--- src/rtl/sr_cmd_conditioner.sv ---
// sr_cmd_conditioner: turns two raw, bouncy, asynchronous set/clear request
// lines into clean, registered, fixed-width s/r pulses for an SR flip-flop.
// Each line is synchronised, debounced and rising-edge detected; a small FSM
// launches one pulse at a time and flags set/clear edges that coincide.
module sr_cmd_conditioner #(
    parameter int DEBOUNCE_CYCLES = 4,
    parameter int CNT_W           = 3,
    parameter int PULSE_CYCLES    = 1,
    parameter int PW              = 2
) (
    input  logic clk,
    input  logic rst,
    input  logic set_raw,
    input  logic clr_raw,
    output logic s,
    output logic r,
    output logic busy,
    output logic conflict
);

    localparam logic [CNT_W-1:0] CNT_LAST  = CNT_W'(DEBOUNCE_CYCLES - 1);
    localparam logic [PW-1:0]    PCNT_LAST = PW'(PULSE_CYCLES - 1);

    localparam logic [1:0] ST_IDLE = 2'd0;
    localparam logic [1:0] ST_SETP = 2'd1;
    localparam logic [1:0] ST_CLRP = 2'd2;

    // Channel 0 carries the set request, channel 1 the clear request.
    logic [1:0] w_raw;
    logic [1:0] w_req;

    assign w_raw = {clr_raw, set_raw};

    for (genvar g = 0; g < 2; g++) begin : g_chan
        logic             r_sync1;
        logic             r_sync2;
        logic             r_deb;
        logic             r_deb_d;
        logic [CNT_W-1:0] r_cnt;

        // Two-flop synchroniser for the asynchronous raw line.
        always_ff @(posedge clk or negedge rst) begin
            if (!rst) begin
                r_sync1 <= 1'b0;
                r_sync2 <= 1'b0;
            end else begin
                r_sync1 <= w_raw[g];
                r_sync2 <= r_sync1;
            end
        end

        // Debounce: accept a new level only after DEBOUNCE_CYCLES consecutive disagreeing samples.
        always_ff @(posedge clk or negedge rst) begin
            if (!rst) begin
                r_deb <= 1'b0;
                r_cnt <= '0;
            end else if (r_sync2 == r_deb) begin
                r_cnt <= '0;
            end else if (r_cnt == CNT_LAST) begin
                r_deb <= r_sync2;
                r_cnt <= '0;
            end else begin
                r_cnt <= r_cnt + CNT_W'(1);
            end
        end

        // One-cycle history of the debounced level for rising-edge detection.
        always_ff @(posedge clk or negedge rst) begin
            if (!rst) begin
                r_deb_d <= 1'b0;
            end else begin
                r_deb_d <= r_deb;
            end
        end

        // Only the rising edge of the debounced level is a request.
        assign w_req[g] = r_deb & ~r_deb_d;
    end

    logic [1:0]    r_state;
    logic [PW-1:0] r_pcnt;
    logic          r_s;
    logic          r_r;
    logic          r_busy;
    logic          r_conflict;

    // Pulse FSM: one pulse at a time; requests during a pulse are dropped,
    // coincident set/clear edges in IDLE raise a one-cycle conflict instead.
    always_ff @(posedge clk or negedge rst) begin
        if (!rst) begin
            r_state    <= ST_IDLE;
            r_pcnt     <= '0;
            r_s        <= 1'b0;
            r_r        <= 1'b0;
            r_busy     <= 1'b0;
            r_conflict <= 1'b0;
        end else begin
            r_conflict <= 1'b0;
            case (r_state)
                ST_IDLE: begin
                    if (w_req[0] && w_req[1]) begin
                        r_conflict <= 1'b1;
                    end else if (w_req[0]) begin
                        r_state <= ST_SETP;
                        r_s     <= 1'b1;
                        r_busy  <= 1'b1;
                        r_pcnt  <= '0;
                    end else if (w_req[1]) begin
                        r_state <= ST_CLRP;
                        r_r     <= 1'b1;
                        r_busy  <= 1'b1;
                        r_pcnt  <= '0;
                    end
                end
                ST_SETP, ST_CLRP: begin
                    if (r_pcnt == PCNT_LAST) begin
                        r_state <= ST_IDLE;
                        r_s     <= 1'b0;
                        r_r     <= 1'b0;
                        r_busy  <= 1'b0;
                        r_pcnt  <= '0;
                    end else begin
                        r_pcnt <= r_pcnt + PW'(1);
                    end
                end
                default: begin
                    r_state <= ST_IDLE;
                    r_s     <= 1'b0;
                    r_r     <= 1'b0;
                    r_busy  <= 1'b0;
                    r_pcnt  <= '0;
                end
            endcase
        end
    end

    assign s        = r_s;
    assign r        = r_r;
    assign busy     = r_busy;
    assign conflict = r_conflict;

endmodule

--- config.mk ---
export PLATFORM = sky130hd
export DESIGN_NAME = sr_cmd_conditioner
export DESIGN_NICKNAME = d
export VERILOG_FILES = /design/src/rtl/sr_cmd_conditioner.sv
export SDC_FILE = /design/constraint.sdc
export NUM_CORES = 1
export LEC_CHECK = 0
export CORE_AREA = 2 2 54 77
export DETAILED_ROUTE_END_ITERATION = 7
export DIE_AREA = 0 0 56 79
export HOLD_SLACK_MARGIN = 0.15
export REMOVE_ABC_BUFFERS = 1
export SLEW_MARGIN = 20
export SYNTH_ARGS = -nofsm -noshare
export SYNTH_HDL_FRONTEND = slang
export SYNTH_SLANG_ARGS = --single-unit
--- constraint.sdc ---
create_clock -name clk -period 1.3 [get_ports clk]
set_input_delay 0.195 -clock clk [delete_from_list [all_inputs] [get_ports clk]]
set_output_delay 0.195 -clock clk [all_outputs]
set_load 0.05 [all_outputs]
==> results.cfg <==
[synthesis]
synth_ff_type = dfrtp_1
yosysSeqAreaShare = 0.610
yosys-top-cells-count = dfrtp_1 (22), ha_1 (5), inv_1 (4), nor2b_1 (4)
synth_top_area_frac = 0.610
synth.top_cells.by_area = dfrtp_1 (61%), ha_1 (6.9%), nand2b_4 (3.1%)
synth.most_common_cell = dfrtp_1
yosysUniqueCellTypes = 21
syn_area_per_cell_sq_um = 13.7
ys_ff_latch = 22
synth_area_sq_um = 902
synth_top_area_cell = dfrtp_1
async_flop_share = 1.00
syn-instance-count = 66
yosysWarningCount = 0
synth_edf_count = 0

[routing]
drt-vias-per-instance = 4.35
first_pass_iters = 4
drt_iter0_markers = 12
drc = 0
drt_wl_total_um = 1440
route.vias.total = 552
wl_per_cell_um = 11.4
postRouteAntennaNets = 0

[timing]
fin_tns_setup_ns = -0.159
fin_ws_ns = -0.0675
worst_pin_slew_ns = 0.268
setup_violations = 3
layout_min_cycle_time_ns = 1.37
skew_ns = 0.00125
rsz0062_at_grt = yes
drv_slew = 0
maxClockFrequency_ghz = 0.731
maxSlewHeadroom = 0.820
min_period_over_period = 1.05
hold_viol_final = 0

[floorplanning]
start_util = 0.238
dieArea_sq_mm = 0.00442
row_count = 27
die_w_um = 56
die_height_um = 79
ios = 8
core_area_sq_mm = 0.00378

[status]
violations = negative setup slack
status = finished with violations

[setup_path]
critical_path_buf_inv_count = 2
crit_path_top_delay_cell = dfrtp_1
crit_family = flip-flops
rrSetupSlack_ns = -0.07
crit_arrival_ns = 1.51
critPathMaxFanout = 5
max_stage_delay_ns = 0.39
path_cells = inv_2 > ha_4 > nor2b_4 > buf_4 > a221o_1
required_ns = 1.44
critical_path_class = flip-flop to flip-flop
end_kind = flip-flop
crit_path_start_kind = flip-flop

[global_route]
grt_pass1_wl_um = 2720
grt_max_degree = 23
grt_pass1_vias = 623
antenna_found_initial = 0
grt.total_usage = 0.0783
grt_overflow = 0

[cts]
clock_sinks = 22
clk_pin_slew_ns = 0.07
clk_latency_ns = 0.25
cts_buffers = 3
cts-hold-fix-buffers = 0
tritoncts = built
ctsHtreeMaxLevel = 1
clock-root-buffer = clkbuf_8
cts_buffer_depth = 2

[placed_design]
port_buffers = 7
finalWeightedCongestion = 0.785
pre_cts_ws_ns = -0.215
hpwl_um = 1010
place_area_sq_mm = 0.00112

[power_and_ir_drop]
fin_total_pwr_mw = 2.65
vdd_drop_max_uv = 1500
power_leakage_nw = 0.560
power.density_mw_per_mm2 = 2220

[cells_and_area]
syn2layout_area_growth_pct = 32.6
antennaDiodeCount = 0
nFillCells = 384
final_core_util = 0.316
layout-drive-gt1-share = 0.345
nNetsFinal = 95
final_area_sq_mm = 0.00120

[flow_run]
maxCapViolCount = 0

[hold_path]
hp-class = input port to asynchronous set/reset pin
[layout by cell type (no fill, tap or decap)]
master,Yosys,routed
mux2i_1,2,2
ha_1,5,4
a221o_1,2,2
buf_4,0,10
and3_1,2,2
and3_2,1,1
inv_1,4,2
nor2_1,2,2
nand2_1,2,2
o22a_1,3,3
a31oi_1,1,1
dfrtp_1,22,22
ha_4,0,1
nor2b_1,4,2
nand2b_4,2,2
xnor2_1,2,2
nor2b_4,2,3
clkdlybuf4s50_1,0,3
mux2_2,2,2
buf_12,0,4
nor3_1,2,2
nand3_1,1,1
nor2b_2,0,1
inv_2,0,2
clkbuf_8,0,3
nor3b_1,3,3
[kinds of logic (layout without fill, tap and decap cells)]
kind of cell | count (synthesis) | in the layout | synth area share
simple gates | 21 | 21 | 0.169
buf+inv | 6 | 24 | 0.0263
mux | 4 | 4 | 0.0472
compound gates | 6 | 6 | 0.0583
fa+ha+maj | 5 | 5 | 0.0693
flops | 22 | 22 | 0.610
xor+xnor | 2 | 2 | 0.0194
[where the power goes]
| group | leakage, nW | switching, mW | internal, mW |
|---|---|---|---|
| sequential | 0.280 | 0.132 | 0.874 |
| combinational | 0.259 | 0.550 | 0.693 |
| clock | 0.0216 | 0.195 | 0.206 |
| total | 0.560 | 0.878 | 1.77 |
[final timing paths]
check / from / endpoint / cells after the start
max: r_state[1] / r_state[0] / 5
min: rst / g_chan[0].r_sync1 / 2
max reg2reg: r_state[1] / r_state[0] / 5
min reg2reg: g_chan[1].r_sync1 / g_chan[1].r_sync2 / 0
max in group asynchronous: rst / g_chan[0].r_deb / 2
min in group clk: g_chan[1].r_sync1 / g_chan[1].r_sync2 / 0
[registers in the layout, summed over array words and instances (netlist names)]
register / cells
g_chan.r_cnt: 6
busy: 1
g_chan.r_deb_d: 2
r: 1
r_pcnt: 2
g_chan.r_deb: 2
s: 1
conflict: 1
g_chan.r_sync2: 2
r_state: 2
g_chan.r_sync1: 2
[per-stage QoR]
stage | instances | hold WS, ns
floorplan | 64 | -0.101
detailed placement | 122 | 0.340
global route | 127 | 0.310
CTS | 126 | 0.285
global placement | 122 | 0.334
finish | 127 | 0.279
[final cells by class]
type                            count  area (sq um)  share of cell area
Multi-Input combinational cell     38           350               0.293
Sequential cell                    22           551               0.460
Inverter                            4          15.0              0.0126
Timing Repair Buffer               17           185               0.155
Tap cell                           43          53.8              0.0450
Clock buffer                        3          41.3              0.0345
[timing repair]
action                                 CTS  global route
resized for setup                        5             1
setup endpoints to repair                5             4
buffers inserted                         1             1
pin swaps                                3             0
endpoints found under the hold margin    0             0
[routing by layer]
| layer | global-route usage | vias up | wire, um |
|---|---|---|---|
| li1 | - | 260 | - |
| met1 | 0.0863 | 274 | 605 |
| met2 | 0.144 | 13 | 759 |
| met3 | 0.0147 | 5 | 45 |
| met4 | 0.0357 | 0 | 33 |
| met5 | 0 | - | 0 |
Power figures use the tool's default switching activity.
